### src/rtl/hilo_pkg.sv
// Shared types for the HI/LO multiply/divide controller: op codes, FSM states, constants.
// The accumulate state exists only when HILO_ACC_EN is defined.
package hilo_pkg;

  typedef enum logic [3:0] {
    OP_MULT  = 4'd1,
    OP_MULTU = 4'd2,
    OP_DIV   = 4'd3,
    OP_DIVU  = 4'd4,
    OP_MTHI  = 4'd5,
    OP_MTLO  = 4'd6,
    OP_MADD  = 4'd7,
    OP_MADDU = 4'd8,
    OP_MSUB  = 4'd9,
    OP_MSUBU = 4'd10
  } hilo_op_e;

  typedef enum logic [2:0] {
    ST_IDLE,
    ST_MUL,
    ST_DIV,
    ST_FIX,
`ifdef HILO_ACC_EN
    ST_ACC,
`endif
    ST_WR
  } hilo_state_e;

  localparam logic [31:0] DIV_ZERO_LO = 32'hFFFF_FFFF;

  function automatic logic [31:0] abs_mag(input logic [31:0] v, input logic sgn);
    return (sgn && v[31]) ? (~v + 32'd1) : v;
  endfunction

endpackage

### src/rtl/div_radix2_core.sv
// Iterative unsigned restoring divider, one quotient bit per cycle.
// done is high during the final iteration; quotient/remainder are valid from the next cycle.
module div_radix2_core #(
  parameter int unsigned WIDTH = 32
) (
  input  logic             clk,
  input  logic             rst,
  input  logic             start,
  input  logic             abort,
  input  logic [WIDTH-1:0] dividend,
  input  logic [WIDTH-1:0] divisor,
  output logic             done,
  output logic [WIDTH-1:0] quotient,
  output logic [WIDTH-1:0] remainder
);

  localparam int unsigned CW = $clog2(WIDTH + 1);

  logic [CW-1:0]    cnt_q, cnt_d;
  logic [WIDTH-1:0] quo_q, quo_d;
  logic [WIDTH-1:0] rem_q, rem_d;
  logic [WIDTH-1:0] dvs_q, dvs_d;
  logic [WIDTH:0]   trial;

  always_comb begin
    cnt_d = cnt_q;
    quo_d = quo_q;
    rem_d = rem_q;
    dvs_d = dvs_q;
    // Top bit of the widened difference is the borrow: set means "restore".
    trial = {rem_q, quo_q[WIDTH-1]} - {1'b0, dvs_q};
    if (abort) begin
      cnt_d = '0;
    end else if (start) begin
      cnt_d = CW'(WIDTH);
      quo_d = dividend;
      rem_d = '0;
      dvs_d = divisor;
    end else if (cnt_q != '0) begin
      cnt_d = cnt_q - 1'b1;
      if (!trial[WIDTH]) begin
        rem_d = trial[WIDTH-1:0];
        quo_d = {quo_q[WIDTH-2:0], 1'b1};
      end else begin
        rem_d = {rem_q[WIDTH-2:0], quo_q[WIDTH-1]};
        quo_d = {quo_q[WIDTH-2:0], 1'b0};
      end
    end
  end

  always_ff @(posedge clk) begin
    if (rst) begin
      cnt_q <= '0;
      quo_q <= '0;
      rem_q <= '0;
      dvs_q <= '0;
    end else begin
      cnt_q <= cnt_d;
      quo_q <= quo_d;
      rem_q <= rem_d;
      dvs_q <= dvs_d;
    end
  end

  assign done      = (cnt_q == CW'(1));
  assign quotient  = quo_q;
  assign remainder = rem_q;

endmodule

### src/rtl/hilo_muldiv_ctrl.sv
// HI/LO sequencing controller: runs MULT/DIV/MTHI/MTLO, stalls EX, issues registered HI/LO writes.
// Define HILO_ACC_EN to add MADD/MADDU/MSUB/MSUBU with an extra accumulate cycle.
module hilo_muldiv_ctrl
  import hilo_pkg::*;
#(
  parameter int unsigned DIV_ITERS  = 32,
  parameter int unsigned MUL_STAGES = 2
) (
  input  logic        clk,
  input  logic        rst,
  input  logic        op_valid,
  input  logic [3:0]  op,
  input  logic [31:0] src_a,
  input  logic [31:0] src_b,
  input  logic        flush,
  input  logic [31:0] hi_cur,
  input  logic [31:0] lo_cur,
  output logic        busy,
  output logic        hi_write,
  output logic        lo_write,
  output logic [31:0] hi_i,
  output logic [31:0] lo_i
);

  hilo_op_e    op_e;
  hilo_state_e state_q, state_d;

  logic        busy_q, busy_d;
  logic        hi_write_q, hi_write_d;
  logic        lo_write_q, lo_write_d;
  logic [31:0] hi_i_q, hi_i_d;
  logic [31:0] lo_i_q, lo_i_d;
  logic [31:0] a_q, a_d;
  logic [31:0] b_q, b_d;
  logic        mul_signed_q, mul_signed_d;
  logic [1:0]  mul_cnt_q, mul_cnt_d;
  logic        q_neg_q, q_neg_d;
  logic        r_neg_q, r_neg_d;

`ifdef HILO_ACC_EN
  logic        acc_q, acc_d;
  logic        acc_sub_q, acc_sub_d;
  logic [63:0] acc_sum;
`else
  logic [63:0] unused_acc_cur;
  assign unused_acc_cur = {hi_cur, lo_cur};
`endif

  logic        accept;
  logic        mul_sgn_now;
  logic [31:0] mul_a, mul_b;
  logic [63:0] product;
  logic        div_signed;
  logic [31:0] div_a_mag, div_b_mag;
  logic        div_start, div_abort, div_done;
  logic [31:0] div_quo, div_rem;

  assign op_e   = hilo_op_e'(op);
  assign accept = op_valid && !flush && (state_q == ST_IDLE);

  // Operands come straight from EX for a single-cycle multiply, otherwise from the latches.
  always_comb begin
    mul_a       = (state_q == ST_IDLE) ? src_a : a_q;
    mul_b       = (state_q == ST_IDLE) ? src_b : b_q;
    mul_sgn_now = (state_q == ST_IDLE) ? (op_e == OP_MULT || op_e == OP_MADD || op_e == OP_MSUB)
                                       : mul_signed_q;
    product     = (mul_sgn_now ? {{32{mul_a[31]}}, mul_a} : {32'd0, mul_a}) *
                  (mul_sgn_now ? {{32{mul_b[31]}}, mul_b} : {32'd0, mul_b});
  end

`ifdef HILO_ACC_EN
  assign acc_sum = acc_sub_q ? ({hi_cur, lo_cur} - product) : ({hi_cur, lo_cur} + product);
`endif

  assign div_signed = (op_e == OP_DIV);
  assign div_a_mag  = abs_mag(src_a, div_signed);
  assign div_b_mag  = abs_mag(src_b, div_signed);
  assign div_abort  = flush && (state_q == ST_DIV);

  div_radix2_core #(
    .WIDTH (DIV_ITERS)
  ) u_div (
    .clk       (clk),
    .rst       (rst),
    .start     (div_start),
    .abort     (div_abort),
    .dividend  (div_a_mag),
    .divisor   (div_b_mag),
    .done      (div_done),
    .quotient  (div_quo),
    .remainder (div_rem)
  );

  always_comb begin
    state_d      = state_q;
    hi_write_d   = 1'b0;
    lo_write_d   = 1'b0;
    hi_i_d       = hi_i_q;
    lo_i_d       = lo_i_q;
    a_d          = a_q;
    b_d          = b_q;
    mul_signed_d = mul_signed_q;
    mul_cnt_d    = mul_cnt_q;
    q_neg_d      = q_neg_q;
    r_neg_d      = r_neg_q;
    div_start    = 1'b0;
`ifdef HILO_ACC_EN
    acc_d        = acc_q;
    acc_sub_d    = acc_sub_q;
`endif

    case (state_q)
      ST_IDLE: begin
        if (accept) begin
          case (op_e)
            OP_MTHI: begin
              state_d    = ST_WR;
              hi_write_d = 1'b1;
              hi_i_d     = src_a;
            end
            OP_MTLO: begin
              state_d    = ST_WR;
              lo_write_d = 1'b1;
              lo_i_d     = src_a;
            end
            OP_MULT, OP_MULTU: begin
              a_d          = src_a;
              b_d          = src_b;
              mul_signed_d = (op_e == OP_MULT);
`ifdef HILO_ACC_EN
              acc_d        = 1'b0;
`endif
              if (MUL_STAGES > 1) begin
                state_d   = ST_MUL;
                mul_cnt_d = 2'(MUL_STAGES - 2);
              end else begin
                state_d    = ST_WR;
                hi_write_d = 1'b1;
                lo_write_d = 1'b1;
                {hi_i_d, lo_i_d} = product;
              end
            end
`ifdef HILO_ACC_EN
            OP_MADD, OP_MADDU, OP_MSUB, OP_MSUBU: begin
              a_d          = src_a;
              b_d          = src_b;
              mul_signed_d = (op_e == OP_MADD || op_e == OP_MSUB);
              acc_d        = 1'b1;
              acc_sub_d    = (op_e == OP_MSUB || op_e == OP_MSUBU);
              if (MUL_STAGES > 1) begin
                state_d   = ST_MUL;
                mul_cnt_d = 2'(MUL_STAGES - 2);
              end else begin
                state_d = ST_ACC;
              end
            end
`endif
            OP_DIV, OP_DIVU: begin
              if (src_b == '0) begin
                state_d    = ST_WR;
                hi_write_d = 1'b1;
                lo_write_d = 1'b1;
                hi_i_d     = src_a;
                lo_i_d     = DIV_ZERO_LO;
              end else begin
                state_d   = ST_DIV;
                div_start = 1'b1;
                q_neg_d   = div_signed && (src_a[31] ^ src_b[31]);
                r_neg_d   = div_signed && src_a[31];
              end
            end
            default: ;
          endcase
        end
      end
      ST_MUL: begin
        if (flush) begin
          state_d = ST_IDLE;
        end else if (mul_cnt_q == '0) begin
`ifdef HILO_ACC_EN
          if (acc_q) begin
            state_d = ST_ACC;
          end else begin
            state_d    = ST_WR;
            hi_write_d = 1'b1;
            lo_write_d = 1'b1;
            {hi_i_d, lo_i_d} = product;
          end
`else
          state_d    = ST_WR;
          hi_write_d = 1'b1;
          lo_write_d = 1'b1;
          {hi_i_d, lo_i_d} = product;
`endif
        end else begin
          mul_cnt_d = mul_cnt_q - 2'd1;
        end
      end
      ST_DIV: begin
        if (flush) begin
          state_d = ST_IDLE;
        end else if (div_done) begin
          state_d = ST_FIX;
        end
      end
      ST_FIX: begin
        if (flush) begin
          state_d = ST_IDLE;
        end else begin
          state_d    = ST_WR;
          hi_write_d = 1'b1;
          lo_write_d = 1'b1;
          lo_i_d     = q_neg_q ? (~div_quo + 32'd1) : div_quo;
          hi_i_d     = r_neg_q ? (~div_rem + 32'd1) : div_rem;
        end
      end
`ifdef HILO_ACC_EN
      ST_ACC: begin
        if (flush) begin
          state_d = ST_IDLE;
        end else begin
          state_d    = ST_WR;
          hi_write_d = 1'b1;
          lo_write_d = 1'b1;
          {hi_i_d, lo_i_d} = acc_sum;
        end
      end
`endif
      ST_WR:   state_d = ST_IDLE;
      default: state_d = ST_IDLE;
    endcase

    busy_d = (state_d != ST_IDLE) && (state_d != ST_WR);
  end

  always_ff @(posedge clk) begin
    if (rst) begin
      state_q      <= ST_IDLE;
      busy_q       <= 1'b0;
      hi_write_q   <= 1'b0;
      lo_write_q   <= 1'b0;
      hi_i_q       <= '0;
      lo_i_q       <= '0;
      a_q          <= '0;
      b_q          <= '0;
      mul_signed_q <= 1'b0;
      mul_cnt_q    <= '0;
      q_neg_q      <= 1'b0;
      r_neg_q      <= 1'b0;
`ifdef HILO_ACC_EN
      acc_q        <= 1'b0;
      acc_sub_q    <= 1'b0;
`endif
    end else begin
      state_q      <= state_d;
      busy_q       <= busy_d;
      hi_write_q   <= hi_write_d;
      lo_write_q   <= lo_write_d;
      hi_i_q       <= hi_i_d;
      lo_i_q       <= lo_i_d;
      a_q          <= a_d;
      b_q          <= b_d;
      mul_signed_q <= mul_signed_d;
      mul_cnt_q    <= mul_cnt_d;
      q_neg_q      <= q_neg_d;
      r_neg_q      <= r_neg_d;
`ifdef HILO_ACC_EN
      acc_q        <= acc_d;
      acc_sub_q    <= acc_sub_d;
`endif
    end
  end

  assign busy     = busy_q;
  assign hi_write = hi_write_q;
  assign lo_write = lo_write_q;
  assign hi_i     = hi_i_q;
  assign lo_i     = lo_i_q;

endmodule

### config.mk
export PLATFORM = sky130hd
export DESIGN_NAME = hilo_muldiv_ctrl
export DESIGN_NICKNAME = d
export VERILOG_FILES = /design/src/rtl/hilo_pkg.sv /design/src/rtl/div_radix2_core.sv /design/src/rtl/hilo_muldiv_ctrl.sv
export SDC_FILE = /design/constraint.sdc
export NUM_CORES = 2
export LEC_CHECK = 0
export ABC_CLOCK_PERIOD_IN_PS = 26900
export CORE_AREA = 2 2 369 298
export DETAILED_ROUTE_END_ITERATION = 8
export DIE_AREA = 0 0 371 300
export PLACE_DENSITY_LB_ADDON = 0.2
export SLEW_MARGIN = 20
export SYNTH_ARGS = -nofsm -noshare
export SYNTH_HDL_FRONTEND = slang
export SYNTH_SLANG_ARGS = --single-unit
### constraint.sdc
create_clock -name clk -period 26.9 [get_ports clk]
set_clock_uncertainty 0.2 [all_clocks]
set_input_delay 2.69 -clock clk [delete_from_list [all_inputs] [get_ports clk]]
set_output_delay 2.69 -clock clk [all_outputs]
set_load 0.005 [all_outputs]
# Word-level counts from Yosys, hierarchy flattened
# Cells that the tools add are included.
# Widths: inputs -> output; s select.
dict set report word_totals {
  elab_cells 143
  regBits 241
  inputBits 136
}
dict set report classes {
  n_eq_ne 22
  n_mul 1
  addsub 7
  reduce_logical 30
  bitwise_logic 7
  muxes 59
}
# operator count
set op_table {}
lappend op_table {{$mux 32} 21}
lappend op_table {{$pmux 32 s3} 2}
lappend op_table {{$add 32x1->32 const B} 4}
lappend op_table {{$mux 64} 2}
lappend op_table {{$not 32->32} 4}
lappend op_table {{$pmux 32 s2} 2}
lappend op_table {{$mul 64x64->64} 1}
lappend op_table {{$sub 33x32->33} 1}
lappend op_table {{$logic_not 32->1} 1}
lappend op_table {{$mux 3} 7}
lappend op_table {{$eq 4x3->1 const B} 4}
lappend op_table {{$reduce_and 7->1} 2}
lappend op_table {{$mux 1} 12}
lappend op_table {{$mux 6} 2}
lappend op_table {{$pmux 3 s4} 1}
lappend op_table {{$ne 2x2->1 const B} 5}
lappend op_table {{$pmux 3 s3} 1}
lappend op_table {{$eq 4x2->1 const B} 2}
lappend op_table {{$mux 2} 4}
lappend op_table {{$reduce_or 2->1} 4}
lappend op_table {{$logic_and 1x1->1} 7}
lappend op_table {{$eq 3x2->1 const B} 2}
lappend op_table {{$eq 6x1->1 const B} 1}
lappend op_table {{$ne 3x1->1 const B} 2}
lappend op_table {{other kinds (24)} 32}

# Longest topological paths before layout
dict set report depth {
  word_depth 9
  mapped_depth 42
}

# Modules after synthesis
# From an unflattened synthesis, not the netlist that was laid out.
dict set report unflattened {
  cells_unflattened 7285
  hier_area_um2 62381.1
}
# module area_each_um2 seq_area_each_um2 instances cells_each
set modules_own_cells {}
lappend modules_own_cells {hilo_muldiv_ctrl 56320.3 2782.7 1 6528}
lappend modules_own_cells {div_radix2_core 6060.8 2042.0 1 757}

# Worst setup path before layout
# OpenSTA, ideal clock, no wires.
dict set report synth_timing {
  kind {input to register}
  startpoint {input port op[2]}
  endpoint {register hi_i_q[31] (netlist: hi_i[31])}
  arrival_time_ps 11933
  path_slack_ps 14645
  stages 35
  t_required_ps 26578
  path_cell_list {clkbuf_1 > o21ai_0 > a31oi_1 > nor2_1 > clkbuf_1 > nand2_1 > inv_1 > fa_1 > inv_1 > fa_1 > inv_1 > fa_1 > inv_1 > fa_1 > inv_1 > fa_1 > fa_1 > fa_1 > fa_1 > fa_1 > inv_1 > fa_1 > inv_1 > ha_1 > a21o_1 > a21o_1 > a21o_1 > a21o_1 > a21o_1 > a21o_1 > a21o_1 > a41oi_1 > xnor2_1 > a21oi_1 > a21oi_1}
}
dict set report synth_via {
  elab_chain_len 9
  word_cells_on_any_way 21
  classes_between {1 x mul; 8 x eq/ne; 8 x mux; 4 x reduce/logical}
}
# element line_no
set synth_lines {}
lappend synth_lines {{start: declaration} hilo_muldiv_ctrl.sv:12} ;# input logic [3:0] op,
lappend synth_lines {{$eq 4x1->1 / $eq 4x3->1 (equally long branches)} {hilo_muldiv_ctrl.sv:65, hilo_muldiv_ctrl.sv:115}}
lappend synth_lines {{$logic_or 1x1->1 (2 in series)} hilo_muldiv_ctrl.sv:65} ;# mul_sgn_now = (state_q == ST_IDLE) ? (op_e == OP_MULT || op_e == OP_MADD || op_e == OP_MSUB)
lappend synth_lines {{$mux 1} hilo_muldiv_ctrl.sv:65}
lappend synth_lines {{$mux 64 (on tied branches)} {hilo_muldiv_ctrl.sv:67, hilo_muldiv_ctrl.sv:68}}
lappend synth_lines {{$mul 64x64->64} hilo_muldiv_ctrl.sv:67} ;# product = (mul_sgn_now ? {{32{mul_a[31]}}, mul_a} : {32'd0, mul_a}) *
lappend synth_lines {{$mux 32} hilo_muldiv_ctrl.sv:179} ;# end else if (mul_cnt_q == '0) begin
lappend synth_lines {{$mux 32} hilo_muldiv_ctrl.sv:177} ;# if (flush) begin
lappend synth_lines {{$pmux 32 s3} hilo_muldiv_ctrl.sv:112} ;# case (state_q)
lappend synth_lines {{end signal: assignment} hilo_muldiv_ctrl.sv:259} ;# hi_i_q <= hi_i_d;
lappend synth_lines {{end: declaration} hilo_muldiv_ctrl.sv:31} ;# logic [31:0] hi_i_q, hi_i_d;
# Several ways; a longest one is shown, not always the timed one. The select of a mux whose other input is x is not followed.
# A chain may end at the register's enable or synchronous reset.

# Worst setup path after layout
dict set report layout_timing {
  startpoint {input port src_a[31]}
  endpoint {register hi_i_q[31] (netlist: hi_i[31])}
}
dict set report layout_via {
  elab_chain_len 6
  word_cells_on_any_way 9
  classes_between {1 x mul; 8 x mux}
}
# element line_no
set layout_lines {}
lappend layout_lines {{start: declaration} hilo_muldiv_ctrl.sv:13} ;# input logic [31:0] src_a,
lappend layout_lines {{$mux 32} hilo_muldiv_ctrl.sv:63} ;# mul_a = (state_q == ST_IDLE) ? src_a : a_q;
lappend layout_lines {{$mux 64} hilo_muldiv_ctrl.sv:67}
lappend layout_lines {{$mul 64x64->64} hilo_muldiv_ctrl.sv:67}
lappend layout_lines {{$mux 32} hilo_muldiv_ctrl.sv:179}
lappend layout_lines {{$mux 32} hilo_muldiv_ctrl.sv:177}
lappend layout_lines {{$pmux 32 s3 *} hilo_muldiv_ctrl.sv:112}
# Mark *: on every way between the ends. The rest lies on a longest branch, timed or not. The select of a mux whose other input is x is not followed.

==> impl_metrics.yaml <==
timing:
  worstMarginPinSlew_ns: 1.02
  fmax_mhz: 72.7
  drv_slew: 0
  setup_viol: 0
  slew_headroom_pct: 30.1
  fin_crit_sh_pct: 51.2
  final_hold_viol_count: 0
  layout_min_cycle_time_ns: 13.76
  fin_tns_setup_ns: 0
  rsz0062_at_grt: "no"
yosys:
  synth_sequential_area_ratio_pct: 7.78
  ys_seq_elements: 241
  postSynthAreaPerCell_sq_um: 8.66
  async_reset_ff_share_pct: 0
  yosys_warnings: 0
  synth_edf_count: 0
  synth_nets: 9065
  synth-main-ff-cell: "dfxtp_1"
  syn_area_sq_mm: 0.0620
  yosysUniqueCellTypes: 83
  synthCells: 7162
cells_and_area:
  final_common_cell: "inv_1"
  area_delta_synth_final_pct: 6.17
  fin_nets: 8983
  n_fill_cell: 9323
  drive_above_1_share_pct: 4.27
  layout_common_cells: "inv_1 (1580), fa_1 (1420), nand2_1 (1060)"
job:
  maxCapViolCount: 0
worst_setup_path:
  worstPathArrival_ns: 14.04
  critical_path.top_delay_family: "adder cells"
  crit_path_max_incr_delay_ns: 0.93
  cp.required_ns: 27.17
  path_class: "primary input to register"
  crit_fanout: 24
  critPathBufInv: 9
  cpMostUsedCell: "fa_1"
  worst_path_max_delay_cell: "fa_1"
  cp-start-kind: "primary input"
  cp-end-kind: "register"
place:
  gp_congestion: 1.03
  port_buffers: 138
  dp_hpwl_mm: 174
global_routing:
  grt_first_pass_wirelength_mm: 321
  grt_pass1_vias: 50800
  grt.overflow.total: 0
  grt_usage_pct: 39.0
  grt_max_degree: 123
  antenna_found_initial: 10
cts:
  cts_sinks: 241
  clkTransAtPathRegs_ns: 0.07
  ctsResizeCount: 0
  cts_tree: "built"
  clk_path_buf_depth: 3
  clock-root-buffer: "clkbuf_16"
  clock_latency_ns: 0.60
  hold_buffers: 0
  postCtsSetupBuffers: 0
  cts-htree-levels: 1
  numCtsBuffers: 27
drt:
  routed-via-count: 50600
  wirelength_mm: 213
  viasPerCell: 5.92
  wire_per_inst_microns: 25.0
  drt-initial-drc-count: 6123
  drtPass1Iterations: 9
  ant_nets: 0
  drcViolationCount: 0
floorplanning:
  dieArea_sq_mm: 0.111
  initial_core_util_pct: 57.6
  rows: 108
  ios: 203
  fp.dieH_microns: 300
  dieWidth_microns: 371
  fp.coreArea_sq_mm: 0.108
min_path:
  hold_path_class: "register to register"
run_status:
  status: "finished clean"
final cells by class:
class | instances | area (sq um) | share of cell area (%)
Clock inverter | 17 | 243 | 0.369
Sequential cell | 241 | 4830 | 7.33
Inverter | 1580 | 5930 | 9.01
Timing Repair Buffer | 246 | 2200 | 3.35
Tap cell | 1430 | 1790 | 2.72
Antenna cell | 10 | 25.0 | 0.0380
Clock buffer | 32 | 714 | 1.09
Multi-Input combinational cell | 4984 | 50100 | 76.1
kinds of logic (layout without fill, tap and decap cells):
group | count (synthesis) | in the layout | share of synthesized area (%)
adder cells (fa/ha/maj) | 1767 | 1767 | 52.9
AND/OR/NAND/NOR | 1949 | 1949 | 13.0
flip-flops | 241 | 241 | 7.78
AO/OA/AOI/OAI | 888 | 888 | 8.85
XOR/XNOR | 251 | 251 | 3.55
other | 0 | 10 | 0
multiplexers | 129 | 129 | 2.21
buffers and inverters | 1937 | 1875 | 11.8
synthesized netlist by cell type (64+ instances only):
cell,number,area (sq um)
a21o_1,71,533
ha_1,347,4340
clkbuf_1,291,1090
inv_1,1580,5930
nor2_1,606,2270
dfxtp_1,241,4820
fa_1,1420,28400
mux2_2,65,732
a21oi_1,309,1550
xor2_1,99,867
nand2_1,1063,3990
mux2i_1,64,641
xnor2_1,152,1330
o21ai_0,204,1020
worst register-to-register path: cells and delay by family (launching register included):
kind	cells	cell delay, ns
fa+ha+maj	10	6.27
simple gates	3	0.72
xor+xnor	9	1.85
buf+inv	9	2.29
mux	1	0.47
flops	1	0.42
compound gates	2	0.29
registers in the layout, summed over array words and instances, names as in the netlist:
register	cells
u_div.cnt_q	6
mul_signed_q	1
lo_i	32
lo_write	1
busy	1
u_div.dvs_q	32
q_neg_q	1
u_div.quotient	32
hi_write	1
r_neg_q	1
mul_cnt_q	2
a_q	32
b_q	32
hi_i	32
state_q	3
u_div.remainder	32
worst paths after layout:
kind | start | to | slack (ns) | cells after the start
worst max-delay path | src_a[31] | hi_i[31] | 13.14 | 33
worst min-delay path | b_q[10] | b_q[10] | 0.26 | 2
worst max register to register | state_q[0] | hi_i[31] | 14.27 | 34
worst min register to register | b_q[10] | b_q[10] | 0.26 | 2
stage by stage:
| step | hold slack (ns) | util (%) | area [sq um] | cells | setup WS (ns) |
|---|---|---|---|---|---|
| CTS | 0.256 | 61.1 | 65800 | 8530 | 13.34 |
| detailed placement | 0.247 | 60.2 | 64800 | 8481 | 12.79 |
| global placement | 0.240 | 60.2 | 64800 | 8481 | 12.85 |
| floorplan | 0.232 | - | 62000 | 7162 | 14.65 |
| global route | 0.271 | 61.1 | 65800 | 8535 | 12.72 |
| finish | 0.256 | 61.1 | 65800 | 8540 | 13.14 |
metal layers:
layer	GRT usage, %	share of wire (%)	wire [microns]	up-vias
met1	57.2	41	87100	25400
met5	0	0.014	30	-
met2	52.0	39	82200	3258
li1	-	-	-	21500
met4	11.2	3.6	7720	4
met3	17.2	17	36300	382
Power is not shown: default switching activity piles up to over one toggle a cycle in this logic, so the estimate is an artifact.
